File: config.mk
export PLATFORM = sky130hd
export DESIGN_NAME = slot_spin_ctrl
export DESIGN_NICKNAME = d
export VERILOG_FILES = /design/src/rtl/slot_pkg.sv /design/src/rtl/slot_payout.sv /design/src/rtl/slot_spin_ctrl.sv
export SDC_FILE = /design/constraint.sdc
export NUM_CORES = 1
export LEC_CHECK = 0
export CAP_MARGIN = 20
export CORE_AREA = 2 2 71 100
export CTS_CLUSTER_SIZE = 12
export DETAILED_ROUTE_END_ITERATION = 10
export DIE_AREA = 0 0 73 102
export HOLD_SLACK_MARGIN = 0.02
export MAX_ROUTING_LAYER = met4
export PLACE_DENSITY = 0.79
export REMOVE_ABC_BUFFERS = 1
export SYNTH_ARGS = -nofsm -noshare
export SYNTH_HDL_FRONTEND = slang
export SYNTH_HIERARCHICAL = 1
export SYNTH_SLANG_ARGS = --single-unit
File: constraint.sdc
create_clock -name i_clk -period 2.5 [get_ports i_clk]
set_input_delay 0.375 -clock i_clk [delete_from_list [all_inputs] [get_ports i_clk]]
set_output_delay 0.375 -clock i_clk [all_outputs]
set_load 0.005 [all_outputs]
File: src/rtl/slot_pkg.sv
// Shared types and constants for the slot machine spin controller and its
// payout evaluator.
package slot_pkg;

  typedef enum logic [2:0] {
    ST_IDLE  = 3'd0,
    ST_SPIN  = 3'd1,
    ST_STOP1 = 3'd2,
    ST_STOP2 = 3'd3,
    ST_EVAL  = 3'd4,
    ST_PAY   = 3'd5
  } spin_state_t;

  localparam int              SYM_W        = 4;
  localparam logic [SYM_W-1:0] JACKPOT_SYM = 4'd7;
  localparam int              MULT_JACKPOT = 20;
  localparam int              MULT_TRIPLE  = 10;
  localparam int              MULT_PAIR    = 2;

endpackage

File: src/rtl/slot_payout.sv
// Combinational payout evaluator: three symbols and a bet in, saturated win
// amount out. Also used by the display/score logic.
module slot_payout
  import slot_pkg::*;
#(
  parameter int CREDIT_W = 8
) (
  input  logic [SYM_W-1:0]    i_sym0,
  input  logic [SYM_W-1:0]    i_sym1,
  input  logic [SYM_W-1:0]    i_sym2,
  input  logic [CREDIT_W-1:0] i_bet,
  output logic [CREDIT_W-1:0] o_payout
);

  localparam int WIDE_W = CREDIT_W + 5;

  logic              w_eq01, w_eq12, w_eq02;
  logic [4:0]        w_mult;
  logic [WIDE_W-1:0] w_wide;

  // Pick the multiplier from the symbol pattern, multiply wide, then clamp.
  always_comb begin
    w_eq01   = (i_sym0 == i_sym1);
    w_eq12   = (i_sym1 == i_sym2);
    w_eq02   = (i_sym0 == i_sym2);
    w_mult   = 5'd0;
    if (w_eq01 && w_eq12) begin
      if (i_sym0 == JACKPOT_SYM) begin
        w_mult = 5'(MULT_JACKPOT);
      end else begin
        w_mult = 5'(MULT_TRIPLE);
      end
    end else if (w_eq01 || w_eq12 || w_eq02) begin
      w_mult = 5'(MULT_PAIR);
    end else begin
      w_mult = 5'd0;
    end
    w_wide = WIDE_W'(w_mult) * WIDE_W'(i_bet);
    if (|w_wide[WIDE_W-1:CREDIT_W]) begin
      o_payout = '1;
    end else begin
      o_payout = w_wide[CREDIT_W-1:0];
    end
  end

endmodule

File: src/rtl/slot_spin_ctrl.sv
// Spin controller: starts the three reels, stops them one at a time on an
// operator press or timeout, evaluates the symbols and keeps the credit balance.
module slot_spin_ctrl
  import slot_pkg::*;
#(
  parameter int CREDIT_W      = 8,
  parameter int START_CREDITS = 10,
  parameter int BET           = 1,
  parameter int STOP_DELAY    = 16
) (
  input  logic                i_clk,
  input  logic                i_reset_n,
  input  logic                i_spin,
  input  logic                i_stop,
  input  logic [SYM_W-1:0]    i_reel0,
  input  logic [SYM_W-1:0]    i_reel1,
  input  logic [SYM_W-1:0]    i_reel2,
  output logic                o_run0,
  output logic                o_run1,
  output logic                o_run2,
  output logic [SYM_W-1:0]    o_result0,
  output logic [SYM_W-1:0]    o_result1,
  output logic [SYM_W-1:0]    o_result2,
  output logic [CREDIT_W-1:0] o_credits,
  output logic [CREDIT_W-1:0] o_payout,
  output logic                o_win,
  output logic                o_busy
);

  localparam int                CNT_W   = $clog2(STOP_DELAY + 1);
  localparam logic [CREDIT_W-1:0] BET_C   = CREDIT_W'(BET);
  localparam logic [CREDIT_W-1:0] START_C = CREDIT_W'(START_CREDITS);

  spin_state_t         r_state, w_state_nxt;
  logic [CNT_W-1:0]    r_cnt, w_cnt_nxt;
  logic                r_stop_q;
  logic [2:0]          r_run, w_run_nxt;
  logic [SYM_W-1:0]    r_result0, r_result1, r_result2;
  logic [SYM_W-1:0]    w_result0_nxt, w_result1_nxt, w_result2_nxt;
  logic [CREDIT_W-1:0] r_credits, w_credits_nxt;
  logic [CREDIT_W-1:0] r_payout, w_payout_nxt;
  logic                r_win, w_win_nxt;
  logic                r_busy, w_busy_nxt;
  logic [CREDIT_W-1:0] w_payout_calc;
  logic [CREDIT_W:0]   w_credit_sum;
  logic                w_press, w_leave;

  slot_payout #(.CREDIT_W(CREDIT_W)) u_payout (
    .i_sym0   (i_reel0),
    .i_sym1   (i_reel1),
    .i_sym2   (i_reel2),
    .i_bet    (BET_C),
    .o_payout (w_payout_calc)
  );

  assign w_press      = i_stop & ~r_stop_q;
  assign w_leave      = (r_cnt == CNT_W'(STOP_DELAY - 1)) | w_press;
  assign w_credit_sum = {1'b0, r_credits} + {1'b0, r_payout};

  // Next-state and next-output logic; everything holds unless a state acts.
  always_comb begin
    w_state_nxt   = r_state;
    w_cnt_nxt     = r_cnt;
    w_run_nxt     = r_run;
    w_result0_nxt = r_result0;
    w_result1_nxt = r_result1;
    w_result2_nxt = r_result2;
    w_credits_nxt = r_credits;
    w_payout_nxt  = r_payout;
    w_win_nxt     = 1'b0;
    case (r_state)
      ST_IDLE: begin
        if (i_spin && (r_credits >= BET_C)) begin
          w_credits_nxt = r_credits - BET_C;
          w_run_nxt     = 3'b111;
          w_cnt_nxt     = '0;
          w_state_nxt   = ST_SPIN;
        end else begin
          w_state_nxt = ST_IDLE;
        end
      end
      ST_SPIN, ST_STOP1, ST_STOP2: begin
        if (w_leave) begin
          w_cnt_nxt = '0;
          if (r_state == ST_SPIN) begin
            w_run_nxt   = r_run & 3'b110;
            w_state_nxt = ST_STOP1;
          end else if (r_state == ST_STOP1) begin
            w_run_nxt   = r_run & 3'b100;
            w_state_nxt = ST_STOP2;
          end else begin
            w_run_nxt   = 3'b000;
            w_state_nxt = ST_EVAL;
          end
        end else begin
          w_cnt_nxt = r_cnt + CNT_W'(1);
        end
      end
      ST_EVAL: begin
        w_result0_nxt = i_reel0;
        w_result1_nxt = i_reel1;
        w_result2_nxt = i_reel2;
        w_payout_nxt  = w_payout_calc;
        w_state_nxt   = ST_PAY;
      end
      ST_PAY: begin
        if (w_credit_sum[CREDIT_W]) begin
          w_credits_nxt = '1;
        end else begin
          w_credits_nxt = w_credit_sum[CREDIT_W-1:0];
        end
        w_win_nxt   = (r_payout != '0);
        w_state_nxt = ST_IDLE;
      end
      default: begin
        w_run_nxt   = 3'b000;
        w_cnt_nxt   = '0;
        w_state_nxt = ST_IDLE;
      end
    endcase
    w_busy_nxt = (w_state_nxt != ST_IDLE);
  end

  // State and output registers; a mid-spin reset does not refund the bet.
  always_ff @(posedge i_clk or negedge i_reset_n) begin
    if (!i_reset_n) begin
      r_state   <= ST_IDLE;
      r_cnt     <= '0;
      r_stop_q  <= 1'b0;
      r_run     <= 3'b000;
      r_result0 <= '0;
      r_result1 <= '0;
      r_result2 <= '0;
      r_credits <= START_C;
      r_payout  <= '0;
      r_win     <= 1'b0;
      r_busy    <= 1'b0;
    end else begin
      r_state   <= w_state_nxt;
      r_cnt     <= w_cnt_nxt;
      r_stop_q  <= i_stop;
      r_run     <= w_run_nxt;
      r_result0 <= w_result0_nxt;
      r_result1 <= w_result1_nxt;
      r_result2 <= w_result2_nxt;
      r_credits <= w_credits_nxt;
      r_payout  <= w_payout_nxt;
      r_win     <= w_win_nxt;
      r_busy    <= w_busy_nxt;
    end
  end

  assign o_run0    = r_run[0];
  assign o_run1    = r_run[1];
  assign o_run2    = r_run[2];
  assign o_result0 = r_result0;
  assign o_result1 = r_result1;
  assign o_result2 = r_result2;
  assign o_credits = r_credits;
  assign o_payout  = r_payout;
  assign o_win     = r_win;
  assign o_busy    = r_busy;

endmodule
==> flow_summary_export.csv <==
group,metric,value,unit
run_status,outcome,"finished clean",
floorplanning,coreArea,0.006525,mm^2
power_and_ir_drop,ir_worst_vdd,658.5,uV
layout,layout_common_cells,"40 x dfrtp_1, 36 x ha_1, 35 x clkdlybuf4s50_1",
critical_path,endpoint_kind,"flop",
global_routing,grt_pass1_wl,14030,um
cts,cts_tree,"yes",
placed_design,port-buffer-count,48,
synthesis,syn_inst,366,
detailed_routing,ant_nets,0,
detailed_routing,drt-vias-per-instance,5.608,
layout,seq_area,0.001054,mm^2
global_routing,grt_max_degree,43,
critical_path,cp_max_fo,3,
cts,htree_num_levels,2,
synthesis,syn_area,0.003527,mm^2
cts,cts.sinks,42,
placed_design,dp_hpwl,6458,um
placed_design,place_congestion,0.8942,
detailed_routing,drt_iter0_markers,89,
timing,clock_skew,0.003769,ns
cts,clkTransAtPathRegs,0.09,ns
global_routing,track_usage,24.38,%
power_and_ir_drop,power_frac_comb,53.7,%
critical_path,worstSetupPathType,"input pin to flop",
synthesis,ys_seq_elements,42,
timing,tightest_slew,0.9271,ns
layout,num-fill-cells,511,
synthesis,ys_types,64,
layout,final_cells,536,
floorplanning,chipHeight,102,um
detailed_routing,wl_met2,4496,um
synthesis,synthFlopType,"dfrtp_1",
detailed_routing,wl_per_cell,15.35,um
synthesis,yosysSeqAreaShare,29.87,%
placed_design,dp.cells,524,
timing,relSlewSlack,38.20,%
power_and_ir_drop,p_clk_share,13.1,%
cts,cts-buffers-inserted,5,
synthesis,avgSynthCellArea,9.637,um^2
detailed_routing,top_layer,"met4",
flow_run,cap_viol_max_count,0,
power_and_ir_drop,power.switching,1435,uW
detailed_routing,met3RoutedLength,165,um
layout,antenna_cells,0,
synthesis,synth_async_sr_flop_share,100.0,%
timing,setup_tns,0,ns
power_and_ir_drop,internal_power,2235,uW
synthesis,synth_edf_count,0,
power_and_ir_drop,p_sw_share,39.11,%
timing,fin_crit,2.385,ns
global_routing,antenna_found_initial,0,
critical_path,worstPathArrival,2.58,ns
floorplanning,dieArea,0.007446,mm^2
cts,postCtsHoldBufs,0,
cts,clock_latency,0.30,ns
timing,slew_violations,0,
layout,multi_input_area,0.002431,mm^2
timing,setup_viol,0,
floorplanning,row_count,35,
critical_path,critPathLaunchType,"input pin",
timing,hold_viol,0,
detailed_routing,wl_met1,3293,um
floorplanning,pin_count,49,
layout,drive_gt1_share,19.26,%
synthesis,yosys_warnings,6,
power_and_ir_drop,leakagePower,0.002237,uW
cts,cts_buffer_depth,2,
layout,nNetsFinal,525,
detailed_routing,dr.pass1.iters,4,
detailed_routing,wl,8225,um
timing,max_freq,419.3,MHz
power_and_ir_drop,pwr_density_cell,833.2,mW/mm^2
worst_hold_path,min_path_type,"input pin to asynchronous set/reset pin",
power_and_ir_drop,power_frac_seq,33.3,%
global_routing,grt_pass1_vias,3161,
timing,rsz0062_at_grt,"no",
detailed_routing,drcViolationCount,0,
floorplanning,initial_core_util,54.06,%
layout,syn_to_final_growth,24.90,%
layout,layout_commonest_cell,"dfrtp_1",
cts,cts_root_buf,"clkbuf_8",
timing,period_share,95.40,%
global_routing,grt_overflow,0,
critical_path,cp_data_required_time,2.69,ns
floorplanning,die_w,73,um
detailed_routing,vias,3006,
Yosys cell counts (3+ instances only):
library cell | n | area, um^2
xor2_1 | 5 | 43.79
inv_1 | 31 | 116.4
nor3_1 | 7 | 35.03
mux2_2 | 20 | 225.2
a31oi_1 | 8 | 50.05
o31ai_1 | 3 | 22.52
nand3_1 | 5 | 25.02
nor4_1 | 6 | 37.54
and3_1 | 4 | 25.02
nand2_1 | 34 | 127.6
nor2_1 | 15 | 56.30
ha_1 | 36 | 450.4
a21oi_1 | 9 | 45.04
a211oi_1 | 4 | 30.03
o21ai_0 | 23 | 115.1
nor3b_1 | 5 | 37.54
and2_1 | 9 | 56.30
fa_1 | 12 | 240.2
xnor2_1 | 17 | 148.9
a21o_1 | 6 | 45.04
nand4_1 | 6 | 37.54
dfrtp_1 | 40 | 1001
nand3b_1 | 5 | 37.54
logic make-up (layout without fill, tap and decap cells):
kind of cell / Yosys count / after routing / share of synthesized area (%)
xor+xnor: 22 / 22 / 5.463
fa+ha+maj: 48 / 48 / 19.58
mux: 22 / 22 / 6.953
compound gates: 82 / 82 / 16.60
flops: 42 / 42 / 29.87
other cells: 2 / 23 / 0.2129
buf+inv: 39 / 114 / 4.753
simple gates: 109 / 109 / 16.57
worst max-delay path, cell delays in order:
cell      delay [ns]
buf_2           0.13
xnor2_2         0.14
nand4_1         0.18
nor4_4          0.08
inv_1           0.07
fa_1            0.15
inv_1           0.05
fa_1            0.43
ha_1            0.30
ha_1            0.26
nand3b_1        0.15
mux2_2          0.26
final cells by class:
class	instances	share of cell area, %
clock buffer	5	1.562
clock inverter	3	0.6532
inverter	32	2.726
multi-input combinational	306	55.18
sequential	42	23.91
tap	74	2.102
timing repair buffer	74	13.86
flip-flops by register name, indices dropped and copies added (netlist names):
signal / count
r_run: 3
o_result1: 4
r_stop_q: 1
o_payout: 8
o_result0: 4
r_cnt: 5
o_credits: 8
o_result2: 4
o_busy: 1
o_win: 1
r_state: 3
path summary, 6_finish.rpt:
kind                                         start                        to  slack, ns  depth (start not counted)
setup / recovery                        i_reel1[0]   o_payout[4]$_DFFE_PN0P_       0.11                         12
hold / removal                           i_reset_n  o_credits[5]$_DFFE_PN0P_       0.20                          1
setup reg to reg           o_payout[0]$_DFFE_PN0P_  o_credits[4]$_DFFE_PN0P_       0.27                          7
hold reg to reg               r_cnt[3]$_DFFE_PN0P_      r_cnt[3]$_DFFE_PN0P_       0.49                          1
max in group asynchronous                i_reset_n   o_payout[4]$_DFFE_PN0P_       1.71                          1
min in group i_clk                      i_reel1[1]  o_result1[1]$_DFFE_PN0P_       0.38                          2
metrics by stage:
stage | worst slack, ns | power, uW | cell area [um^2] | hold slack [ns] | utilization, %
final | 0.1150 | 3670 | 4405 | 0.2036 | 67.52
after global routing | 0.02223 | 3949 | 4405 | 0.2966 | 67.52
after CTS | 0.001400 | 3668 | 4447 | 0.2309 | 68.15
after detailed placement | -0.6532 | 3155 | 4297 | 0.4718 | 65.85
after global placement | -0.5506 | 3089 | 4297 | 0.4641 | 65.85
after floorplan | -0.08431 | 2281 | 3558 | 0.07941 | -
layer usage:
metal / track usage [%] / vias up
met4: 10.54 / 0
met2: 45.32 / 48
met5: - / -
met3: 2.564 / 25
met1: 25.41 / 1441
li1: - / 1492
repair_timing:
action | in CTS | in global routing
setup buffers | 5 | 1
endpoints found under the setup margin | 1 | 3
hold endpoints to repair | 0 | 0
gates resized for setup | 27 | 20
pin swaps | 6 | 11
gates cloned | 0 | 0
power groups by stage:
stage / Combinational [uW] / Sequential (uW) / Clock (uW)
CTS: 1950 / 1220 / 496
finish: 1970 / 1220 / 479
global route: 2180 / 1260 / 514
floorplan: 1080 / 1200 / 0
global placement: 1870 / 1220 / 0
detailed placement: 1930 / 1230 / 0
Note: power is estimated with default switching activity, not from simulation.
